[config.mk]
export PLATFORM = sky130hd
export DESIGN_NAME = score_disp_mux
export DESIGN_NICKNAME = d
export VERILOG_FILES = /design/src/rtl/score_disp_mux.sv
export SDC_FILE = /design/constraint.sdc
export NUM_CORES = 1
export LEC_CHECK = 0
export ABC_AREA = 1
export CAP_MARGIN = 10
export CORE_AREA = 2 2 131 133
export CTS_CLUSTER_SIZE = 30
export DETAILED_ROUTE_END_ITERATION = 12
export DIE_AREA = 0 0 133 135
export GPL_TIMING_DRIVEN = 1
export HOLD_SLACK_MARGIN = 0.03
export PLACE_DENSITY_LB_ADDON = 0.08
export RECOVER_POWER = 50
export SYNTH_ARGS = -nofsm -noshare
export SYNTH_HDL_FRONTEND = slang
export SYNTH_SLANG_ARGS = --single-unit
[constraint.sdc]
create_clock -name clk -period 2.9 [get_ports clk]
set_input_delay 0.87 -clock clk [delete_from_list [all_inputs] [get_ports clk]]
set_output_delay 0.87 -clock clk [all_outputs]
set_load 0.05 [all_outputs]
[src/rtl/score_disp_mux.sv]
// Binary score to N-digit multiplexed 7-segment display driver.
// A sequential double-dabble converter feeds a scanned, blanked, blinkable common-anode display.
module score_disp_mux #(
    parameter int N_DIGITS    = 4,
    parameter int VAL_W       = 14,
    parameter int REFRESH_DIV = 50000,
    parameter int BLINK_DIV   = 256
) (
    input  logic                clk,
    input  logic                rst_n,
    input  logic [VAL_W-1:0]    value,
    input  logic                load,
    input  logic                blank_lz,
    input  logic                blink_en,
    input  logic [N_DIGITS-1:0] dp,
    output logic                busy,
    output logic                overflow,
    output logic [N_DIGITS-1:0] an,
    output logic [6:0]          seg,
    output logic                dp_out
);

    localparam int BCD_W = 4 * N_DIGITS;
    localparam int CNT_W = $clog2(VAL_W + 1);
    localparam int PRE_W = $clog2(REFRESH_DIV);
    localparam int IDX_W = (N_DIGITS > 1) ? $clog2(N_DIGITS) : 1;
    localparam int BLK_W = (BLINK_DIV > 1) ? $clog2(BLINK_DIV) : 1;

    localparam logic [6:0] SEG_OFF  = 7'b1111111;
    localparam logic [6:0] SEG_DASH = 7'b0111111;

    typedef enum logic [1:0] {
        S_IDLE,
        S_SHIFT,
        S_DONE
    } conv_state_e;

    conv_state_e         state_q, state_d;
    logic [VAL_W-1:0]    sr_bin_q, sr_bin_d;
    logic [BCD_W-1:0]    sr_bcd_q, sr_bcd_d;
    logic                carry_q, carry_d;
    logic [CNT_W-1:0]    cnt_q, cnt_d;
    logic                busy_q, busy_d;
    logic                overflow_q, overflow_d;
    logic [BCD_W-1:0]    disp_q, disp_d;
    logic [PRE_W-1:0]    presc_q, presc_d;
    logic [IDX_W-1:0]    idx_q, idx_d;
    logic [BLK_W-1:0]    blink_cnt_q, blink_cnt_d;
    logic                phase_q, phase_d;
    logic [N_DIGITS-1:0] an_q, an_d;
    logic [6:0]          seg_q, seg_d;
    logic                dp_out_q, dp_out_d;

    logic                tick;
    logic [BCD_W-1:0]    bcd_adj;
    logic [N_DIGITS-1:0] lz_mask;
    logic                zero_run;
    logic [3:0]          cur_nib;
    logic                cur_dp;
    logic                cur_lz;
    logic [N_DIGITS-1:0] an_sel;

    function automatic logic [BCD_W-1:0] dabble_adj(input logic [BCD_W-1:0] b);
        logic [BCD_W-1:0] r;
        r = b;
        for (int i = 0; i < N_DIGITS; i++) begin
            if (b[4*i +: 4] >= 4'd5) r[4*i +: 4] = b[4*i +: 4] + 4'd3;
        end
        return r;
    endfunction

    function automatic logic [6:0] seg_of(input logic [3:0] nib);
        case (nib)
            4'd0:    return 7'b1000000;
            4'd1:    return 7'b1111001;
            4'd2:    return 7'b0100100;
            4'd3:    return 7'b0110000;
            4'd4:    return 7'b0011001;
            4'd5:    return 7'b0010010;
            4'd6:    return 7'b0000010;
            4'd7:    return 7'b1111000;
            4'd8:    return 7'b0000000;
            4'd9:    return 7'b0010000;
            default: return SEG_OFF;
        endcase
    endfunction

    // Converter. The bit leaving the top nibble after adjustment is a decimal carry out
    // of the displayable range; once set it stays set, so it flags value > 10^N_DIGITS-1.
    always_comb begin
        // NOTE: every signal gets its hold value first so no path leaves it unassigned (no latch).
        state_d    = state_q;
        sr_bin_d   = sr_bin_q;
        sr_bcd_d   = sr_bcd_q;
        carry_d    = carry_q;
        cnt_d      = cnt_q;
        busy_d     = busy_q;
        overflow_d = overflow_q;
        disp_d     = disp_q;
        bcd_adj    = dabble_adj(sr_bcd_q);

        case (state_q)
            S_IDLE: begin
                if (load) begin
                    sr_bin_d = value;
                    sr_bcd_d = '0;
                    carry_d  = 1'b0;
                    cnt_d    = '0;
                    busy_d   = 1'b1;
                    state_d  = S_SHIFT;
                end
            end
            S_SHIFT: begin
                sr_bcd_d = {bcd_adj[BCD_W-2:0], sr_bin_q[VAL_W-1]};
                sr_bin_d = sr_bin_q << 1;
                carry_d  = carry_q | bcd_adj[BCD_W-1];
                cnt_d    = cnt_q + 1'b1;
                if (cnt_q == CNT_W'(VAL_W - 1)) state_d = S_DONE;
            end
            S_DONE: begin
                disp_d     = sr_bcd_q;
                overflow_d = carry_q;
                busy_d     = 1'b0;
                state_d    = S_IDLE;
            end
            default: begin
                busy_d  = 1'b0;
                state_d = S_IDLE;
            end
        endcase
    end

    // Scan timing: prescaler tick advances the digit index and the blink phase counter.
    always_comb begin
        tick        = (presc_q == PRE_W'(REFRESH_DIV - 1));
        presc_d     = tick ? '0 : presc_q + 1'b1;
        idx_d       = idx_q;
        blink_cnt_d = blink_cnt_q;
        phase_d     = phase_q;
        if (tick) begin
            idx_d = (idx_q == IDX_W'(N_DIGITS - 1)) ? '0 : idx_q + 1'b1;
            if (blink_cnt_q == BLK_W'(BLINK_DIV - 1)) begin
                blink_cnt_d = '0;
                phase_d     = ~phase_q;
            end else begin
                blink_cnt_d = blink_cnt_q + 1'b1;
            end
        end
    end

    // Digit selection, leading-zero mask and the registered pin values.
    always_comb begin
        zero_run = 1'b1;
        lz_mask  = '0;
        for (int i = N_DIGITS - 1; i >= 0; i--) begin
            zero_run   = zero_run & (disp_q[4*i +: 4] == 4'd0);
            lz_mask[i] = zero_run;
        end
        lz_mask[0] = 1'b0;

        cur_nib = 4'd0;
        cur_dp  = 1'b0;
        cur_lz  = 1'b0;
        an_sel  = '1;
        for (int i = 0; i < N_DIGITS; i++) begin
            if (idx_q == IDX_W'(i)) begin
                cur_nib   = disp_q[4*i +: 4];
                cur_dp    = dp[i];
                cur_lz    = lz_mask[i];
                an_sel[i] = 1'b0;
            end
        end

        an_d     = an_q;
        seg_d    = seg_q;
        dp_out_d = dp_out_q;
        if (tick) begin
            an_d     = (!blink_en || phase_q) ? an_sel : '1;
            dp_out_d = ~cur_dp;
            if (overflow_q)              seg_d = SEG_DASH;
            else if (blank_lz && cur_lz) seg_d = SEG_OFF;
            else                         seg_d = seg_of(cur_nib);
        end
    end

    // NOTE: non-blocking assignments only here, so every flop samples pre-edge values.
    always_ff @(posedge clk or negedge rst_n) begin
        if (!rst_n) begin
            state_q     <= S_IDLE;
            sr_bin_q    <= '0;
            sr_bcd_q    <= '0;
            carry_q     <= 1'b0;
            cnt_q       <= '0;
            busy_q      <= 1'b0;
            overflow_q  <= 1'b0;
            // NOTE: the display register is a plain register, so it is cleared by reset.
            disp_q      <= '0;
            presc_q     <= '0;
            idx_q       <= '0;
            blink_cnt_q <= '0;
            phase_q     <= 1'b1;
            an_q        <= '1;
            seg_q       <= SEG_OFF;
            dp_out_q    <= 1'b1;
        end else begin
            state_q     <= state_d;
            sr_bin_q    <= sr_bin_d;
            sr_bcd_q    <= sr_bcd_d;
            carry_q     <= carry_d;
            cnt_q       <= cnt_d;
            busy_q      <= busy_d;
            overflow_q  <= overflow_d;
            disp_q      <= disp_d;
            presc_q     <= presc_d;
            idx_q       <= idx_d;
            blink_cnt_q <= blink_cnt_d;
            phase_q     <= phase_d;
            an_q        <= an_d;
            seg_q       <= seg_d;
            dp_out_q    <= dp_out_d;
        end
    end

    assign busy     = busy_q;
    assign overflow = overflow_q;
    assign an       = an_q;
    assign seg      = seg_q;
    assign dp_out   = dp_out_q;

endmodule
# Yosys cells after proc, flatten, opt, wreduce, memory -nomap -nowiden
# Memories as Yosys holds them, arrays and structs flattened.
# Index checks and enable logic that the tools add are counted.
dict set report totals {
  reg_bits 94
  romBits 112
  input_bits 23
  elab_cells 95
  memories 1
}
dict set report op_classes {
  n_addsub 8
  n_lt_le_gt_ge 4
  eq_ne 10
  muxes 38
  n_bitwise 6
  reduce_logical 13
}
# name words word_bits read_ports rd_ports_with_merged_regs write_ports line_no
set mem_list {}
lappend mem_list {{(name not given)} 16 7 1 0 0 73} ;# case (nib)
# operator n
set ops {}
lappend ops {{$mux 4} 10}
lappend ops {{$mux 16} 2}
lappend ops {{$pmux 16 s2} 1}
lappend ops {{$pmux 14 s2} 1}
lappend ops {{$add 16x1->16 const B} 1}
lappend ops {{$add 4x2->4 const B} 4}
lappend ops {{$eq 16x16->1 const B} 1}
lappend ops {{$ge 4x3->1 const B} 4}
lappend ops {{$mux 14} 1}
lappend ops {{$mux 7} 2}
lappend ops {{$mux 1} 13}
lappend ops {{$logic_not 4->1} 3}
lappend ops {{$add 8x1->8 const B} 1}
lappend ops {{$eq 8x8->1 const B} 1}
lappend ops {{$mux 8} 1}
lappend ops {{$pmux 4 s2} 1}
lappend ops {{$reduce_and 2->1} 4}
lappend ops {{$eq 2x2->1 const B} 3}
lappend ops {{$mux 2} 3}
lappend ops {{$add 4x1->4 const B} 1}
lappend ops {{$eq 2x1->1 const B} 2}
lappend ops {{$eq 4x4->1 const B} 1}
lappend ops {{$logic_not 2->1} 2}
lappend ops {{$ne 2x2->1 const B} 2}
lappend ops {{10 further kinds} 14}

# Depth between registers and ports, before layout
# Gate-level depths: netlist (run 1).
dict set report depth {
  depth_word 9
  depth_mapped 15
}

# Worst setup path after synthesis (run 1)
# Ideal clock, no wire load.
dict set report synth_timing {
  path_kind {reg2reg}
  startpoint {register idx_q[0]}
  endpoint {register seg_q[3] (netlist: seg[3])}
  arrival_time_ns 1.691
  path_slack_ns 1.136
  stages_incl_launch_ff 15
  period_less_slack_ns 1.764
  path_cell_list {dfrtp_1 > inv_1 > ha_1 > buf_6 > inv_4 > nor2_1 > nor2_1 > nand2_1 > nand2_1 > ha_1 > inv_1 > nand2_1 > nand2_1 > nand2_1 > a21oi_1}
}
dict set report synth_via {
  elab_chain_cells 8
}
# element line_no
set synth_rtl {}
lappend synth_rtl {{start, declared} 47} ;# logic [IDX_W-1:0] idx_q, idx_d;
lappend synth_rtl {{start signal, assigned} 215} ;# idx_q <= idx_d;
lappend synth_rtl {{$logic_not 2->1} 166} ;# if (idx_q == IDX_W'(i)) begin
lappend synth_rtl {{$mux 4 (4 in series)} 166}
lappend synth_rtl {{$mem_v2 16x7} --}
lappend synth_rtl {{$mux 7 (*)} 181} ;# else if (blank_lz && cur_lz) seg_d = SEG_OFF;
lappend synth_rtl {{$mux 7 (*)} 180} ;# if (overflow_q) seg_d = SEG_DASH;
lappend synth_rtl {{end signal, assigned} 219} ;# seg_q <= seg_d;
lappend synth_rtl {{end, declared} 51} ;# logic [6:0] seg_q, seg_d;
# Every way passes the cells marked *; elsewhere a longest branch is shown, timed or not.
# A chain may end at the register's enable or synchronous reset.

# Worst setup path after layout (run 1)
dict set report layout_timing {
  startpoint {register seg_q[0] (netlist: seg[0])}
  endpoint {output port seg[0]}
}
# element line_no
set layout_lines {}
lappend layout_lines {{end, declared} 19} ;# output logic [6:0] seg,
# No word-level cell between the ends.

==> out/metrics.csv, run 1 <==
metric,value,unit
detailed_place_hpwl,8.100,mm
synthArstFlopShare,100.0,%
synth_edf_count,0,
via_count,3889,
path_depth,1,
antenna_found_initial,0,
rsz0062_at_grt,false,
synth_seq_area_share,48.93,%
cp-end-kind,output port,
slowest_delay,0.80,ns
numPortBuffers,36,
relSlewSlack,14.58,%
whs,0.4603,ns
arrival,1.67,ns
htreeDepth,3,
n_fill_cell,1708,
vdd_drop_max,0.3547,mV
avgSynthCellArea,8.361,µm²
yosys_register_bits,94,
drive_gt1_share,9.807,%
wl_per_cell,13.16,µm
globalplace.congestion,0.8002,
fin_skew,0.005402,ns
dr.pass1.iters,5,
reg2regPathDepth,4,
finalWirelength,11.08,mm
worstMarginPinSlew,1.281,ns
cts_setup_buffers,0,
rows,47,
synth-main-ff-cell,dfrtp_1,
root_buffer,clkbuf_16,
area_growth,18.79,%
crit_path_start_kind,flop,
num_io_pins,37,
drcViolationCount,0,
grt_first_pass_wirelength,19.29,mm
critical_path.cell_chain,clkdlybuf4s50_1,
status,completed,
ys_types,44,
hold_viol,0,
grt_max_degree,40,
fin_crit,2.542,ns
viasPerCell,4.619,
slew_violations,0,
synth_nets,619,
min_path_type,flop to flop,
critPathSlowestCell,clkdlybuf4s50_1,
grt_pass1_vias,3964,
antennaDiodeCount,0,
power.density,818.0,nW/µm²
tns,0,ns
setup-violations-final,0,
numClockSinks,94,
core,16410,µm²
clkSlewWorstSetupHoldPaths,0.07,ns
cts_tree,yes,
nets,657,
die_h,135,µm
cts_resized,0,
die_w,133,µm
syn-cell-area,4841,µm²
worstSkewPairLatency,0.35,ns
whs_path_depth,1,
max_cap_violations,0,
dieArea,17960,µm²
period_share,87.64,%
path_buf_inv,1,
hold_buffers,0,
cp_top_family,buffers and inverters,
path_class,flop to output port,
yosys_warnings,0,
max_freq,393.5,MHz
path_max_fanout,2,
overflow,0,
drtAntennaViolNets,0,
numCtsBuffers,9,
drt_iter0_drc,178,
clock_path_buffers,2,
required,2.03,ns
leakagePower,2.698,nW
track_usage,13.40,%
start_util,29.51,%
synth_cells,579,
path summary, 6_finish.rpt:
kind / endpoint / slack [ns] / startpoint
setup / recovery: seg[0] / 0.36 / seg[0]
hold / removal: presc_q[0] / 0.46 / presc_q[0]
setup reg to reg: sr_bcd_q[4] / 0.57 / state_q[1]
hold reg to reg: presc_q[0] / 0.46 / presc_q[0]
max in group asynchronous: cnt_q[0] / 0.66 / rst_n
min in group asynchronous: presc_q[0] / 0.70 / rst_n
cells by family after synthesis:
kind of cell               count (synthesis)  synth area share [%]
buffers and inverters                     90                 7.754
xor gates and xnor gates                  13                 2.352
and+or+nand+nor                          255                 23.24
DFF                                       94                 48.93
AOI/OAI and AO/OA                        109                 13.13
muxes                                      1                0.2068
adders and majority gates                 17                 4.394
cells in the final DEF, fill, tap and decap left out, types with 3 or more instances in the layout:
master	count
inv_2	7
o32ai_1	4
clkbuf_8	3
o31ai_1	3
nor2_1	42
nor4_1	4
nand2_1	140
or2_2	4
dfrtp_1	81
ha_1	17
o21ai_0	50
a31oi_1	5
clkdlybuf4s50_1	35
o211ai_1	3
o22ai_1	6
inv_1	65
a32o_1	3
nand2_2	5
a22oi_1	9
dfstp_2	13
nor2_2	4
clkbuf_16	9
nand3_1	32
clkbuf_1	4
nor3_1	8
nand4_1	7
xor2_1	11
a21oi_1	22
flip-flops by register name (all words and copies together) (netlist names):
register / cells
disp_q: 16
presc_q: 16
sr_bcd_q: 16
sr_bin_q: 14
blink_cnt_q: 8
seg: 7
an: 4
cnt_q: 4
idx_q: 2
state_q: 2
busy: 1
carry_q: 1
dp_out: 1
overflow: 1
phase_q: 1
cell usage after synthesis (5+ instances only):
library cell	count	area, µm²
nor2_1	43	161.4
a21oi_1	22	110.1
ha_1	17	212.7
xor2_1	11	96.34
clkbuf_1	5	18.77
buf_2	6	30.03
dfstp_2	13	341.6
nor3_1	8	40.04
a31oi_1	5	31.28
o22ai_1	6	37.54
inv_1	64	240.2
nand2_2	5	31.28
dfrtp_1	81	2027
o21ai_0	50	250.2
nand2_1	140	525.5
inv_2	8	30.03
a22oi_1	9	67.56
nand4_1	7	43.79
nand3_1	32	160.2
where the power goes:
part / internal [W] / switching (W) / leakage [nW]
combinational: 0.000568 / 0.000940 / 1.36
sequential: 0.00164 / 0.000219 / 1.17
clock: 0.000826 / 0.000512 / 0.166
area by class of cell:
cell class	instances	area [µm²]	area share, %
clock inverter	3	65.06	1.131
multi-input combinational	395	2100	36.51
tap	220	275.3	4.787
clock buffer	13	270.3	4.700
sequential	94	2369	41.19
timing repair buffer	42	386.6	6.723
inverter	75	285.3	4.961
through the flow:
stage               power (W)  std cells  cell area, µm²  worst slack [ns]  util, %
global route         0.005117        842            5751            0.2933    35.05
finish               0.004704        842            5751            0.3584    35.05
floorplan            0.002966        579            4841             1.136        -
detailed placement   0.003422        826            5431            0.3103    33.10
global placement     0.003392        826            5431            0.3510    33.10
CTS                  0.004797        842            5767            0.3321    35.15
routing by layer:
layer | track usage, % | routed length [µm]
met1 | 18.08 | 5602
met2 | 21.33 | 5003
met3 | 2.290 | 263
met4 | 5.675 | 214
met5 | 0 | 0
No activity file was read; power rests on OpenSTA's default activity.
==> run 2: changes to the inputs <==
- CORE_AREA: 2 2 131 133 -> 2 2 137 126
- DIE_AREA: 0 0 133 135 -> 0 0 139 128
- GPL_TIMING_DRIVEN: 1 -> 0
- SLEW_MARGIN: unset -> 10
==> run 2 against run 1 <==
Net effect:
- the flow now finishes with violations (max-capacitance violations, max-slew violations)
- wire length increased by 0.75%
- first-iteration DRC count increased by 9.6%
- maximum frequency increased by 0.19%
==> out/metrics.csv, run 2 (synthesis gave the netlist of run 1 again) <==
metric,value,unit
path_buf_inv,1,
cts_resized,0,
grt_first_pass_wirelength,19.21,mm
nets,667,
r2r_setup_slack,0.89,ns
startpoint,seg[4],
worst_slack,0.3632,ns
crit_path_start_kind,flop,
grt_pass1_vias,3866,
num_io_pins,37,
rsz0062_at_grt,false,
setup-violations-final,0,
drcViolationCount,0,
root_buffer,clkbuf_16,
dieArea,17790,µm²
layout.cells.most_common_list,"nand2_1 (140), dfrtp_1 (81), inv_1 (64)",
worstHoldStart,presc_q[0],
drive_gt1_share,10.48,%
cp-end-kind,output port,
drt_iter0_drc,195,
relSlewSlack,-21.85,%
globalplace.congestion,0.8102,
htreeDepth,3,
vdd_drop_max,0.3160,mV
core,16440,µm²
required,2.03,ns
fin_crit,2.537,ns
critical_path.cell_chain,clkdlybuf4s50_1,
rr_endpoint,seg[3],
slowest_delay,0.79,ns
final_common_cell,nand2_1,
failed_checks,"max-capacitance violations, max-slew violations",
cts_tree,yes,
die_h,128,µm
power.density,804.1,nW/µm²
cp_top_family,buffers and inverters,
slew_violations,31,
overflow,0,
reg2reg_from,idx_q[0],
via_count,3875,
wl_per_cell,13.28,µm
path_depth,1,
placed_cell_area,5494,µm²
top_regs,"disp_q x16, presc_q x16, sr_bcd_q x16",
die_w,139,µm
worstMarginPinSlew,1.828,ns
cts_setup_buffers,0,
hold_buffers,0,
clkSlewWorstSetupHoldPaths,0.06,ns
viasPerCell,4.608,
leakagePower,2.719,nW
max_cap_violations,1,
worstSkewPairLatency,0.35,ns
antenna_found_initial,0,
place_ws,0.1630,ns
path_max_fanout,2,
track_usage,13.33,%
path_class,flop to output port,
whs_path_depth,1,
whs_endpoint,presc_q[0],
finalWirelength,11.17,mm
max_freq,394.2,MHz
period_share,87.48,%
arrival,1.67,ns
min_path_type,flop to flop,
start_util,29.44,%
fin_skew,0.006983,ns
hold_viol,0,
stdcell_area,5796,µm²
dr.pass1.iters,4,
detailed_place_hpwl,8.165,mm
reg2regPathDepth,12,
clock_path_buffers,2,
grt_max_degree,65,
rows,45,
area_growth,19.72,%
final_core_util,35.25,%
status,finished with violations,
numPortBuffers,36,
drtAntennaViolNets,0,
antennaDiodeCount,0,
p_total,0.004660,W
numClockSinks,94,
critPathSlowestCell,clkdlybuf4s50_1,
numCtsBuffers,9,
[run 2: cell types whose count changed in the layout (fill, tap and decap cells not counted), moves of 2 or more]
cell	before	now
buf_2	0	5
buf_6	0	3
clkbuf_1	4	7
clkbuf_2	2	0
clkbuf_8	3	0
[run 2: worst max path at each step]
| stage | to |
|---|---|
| CTS | dp_out |
| global route | seg[4] |
| finish | seg[4] |
| global placement | sr_bcd_q[11] |
| detailed placement | sr_bcd_q[12] |
| floorplan | seg[3] |
[run 2: through the flow]
step / instances / hold WS, ns / setup TNS (ns)
CTS: 841 / 0.3969 / 0
finish: 841 / 0.4607 / 0
floorplan: 579 / 0.4331 / 0
global route: 841 / 0.4849 / 0
global placement: 826 / 0.4512 / -253.13
detailed placement: 827 / 0.4594 / 0
[run 2: per-layer routing]
metal	vias to the layer above	wire length (µm)	GRT usage, %
li1	1995	-	-
met1	1805	5607	17.91
met2	60	4999	21.18
met3	15	361	2.988
met4	0	198	5.051
met5	-	0	0
[run 2: cell type report]
cell class / instances / area, µm²
Inverter: 75 / 285.3
Timing Repair Buffer: 37 / 381.6
Clock buffer: 9 / 225.2
Clock inverter: 5 / 85.08
Sequential cell: 94 / 2369
Buffer: 15 / 88.84
Multi-Input combinational cell: 395 / 2097
Fill cell: 1736 / 10650
Tap cell: 211 / 264.0
[run 2: power breakdown]
part | switching [W] | internal, W
sequential | 0.000218 | 0.00164
combinational | 0.000962 | 0.000580
clock | 0.000511 | 0.000750
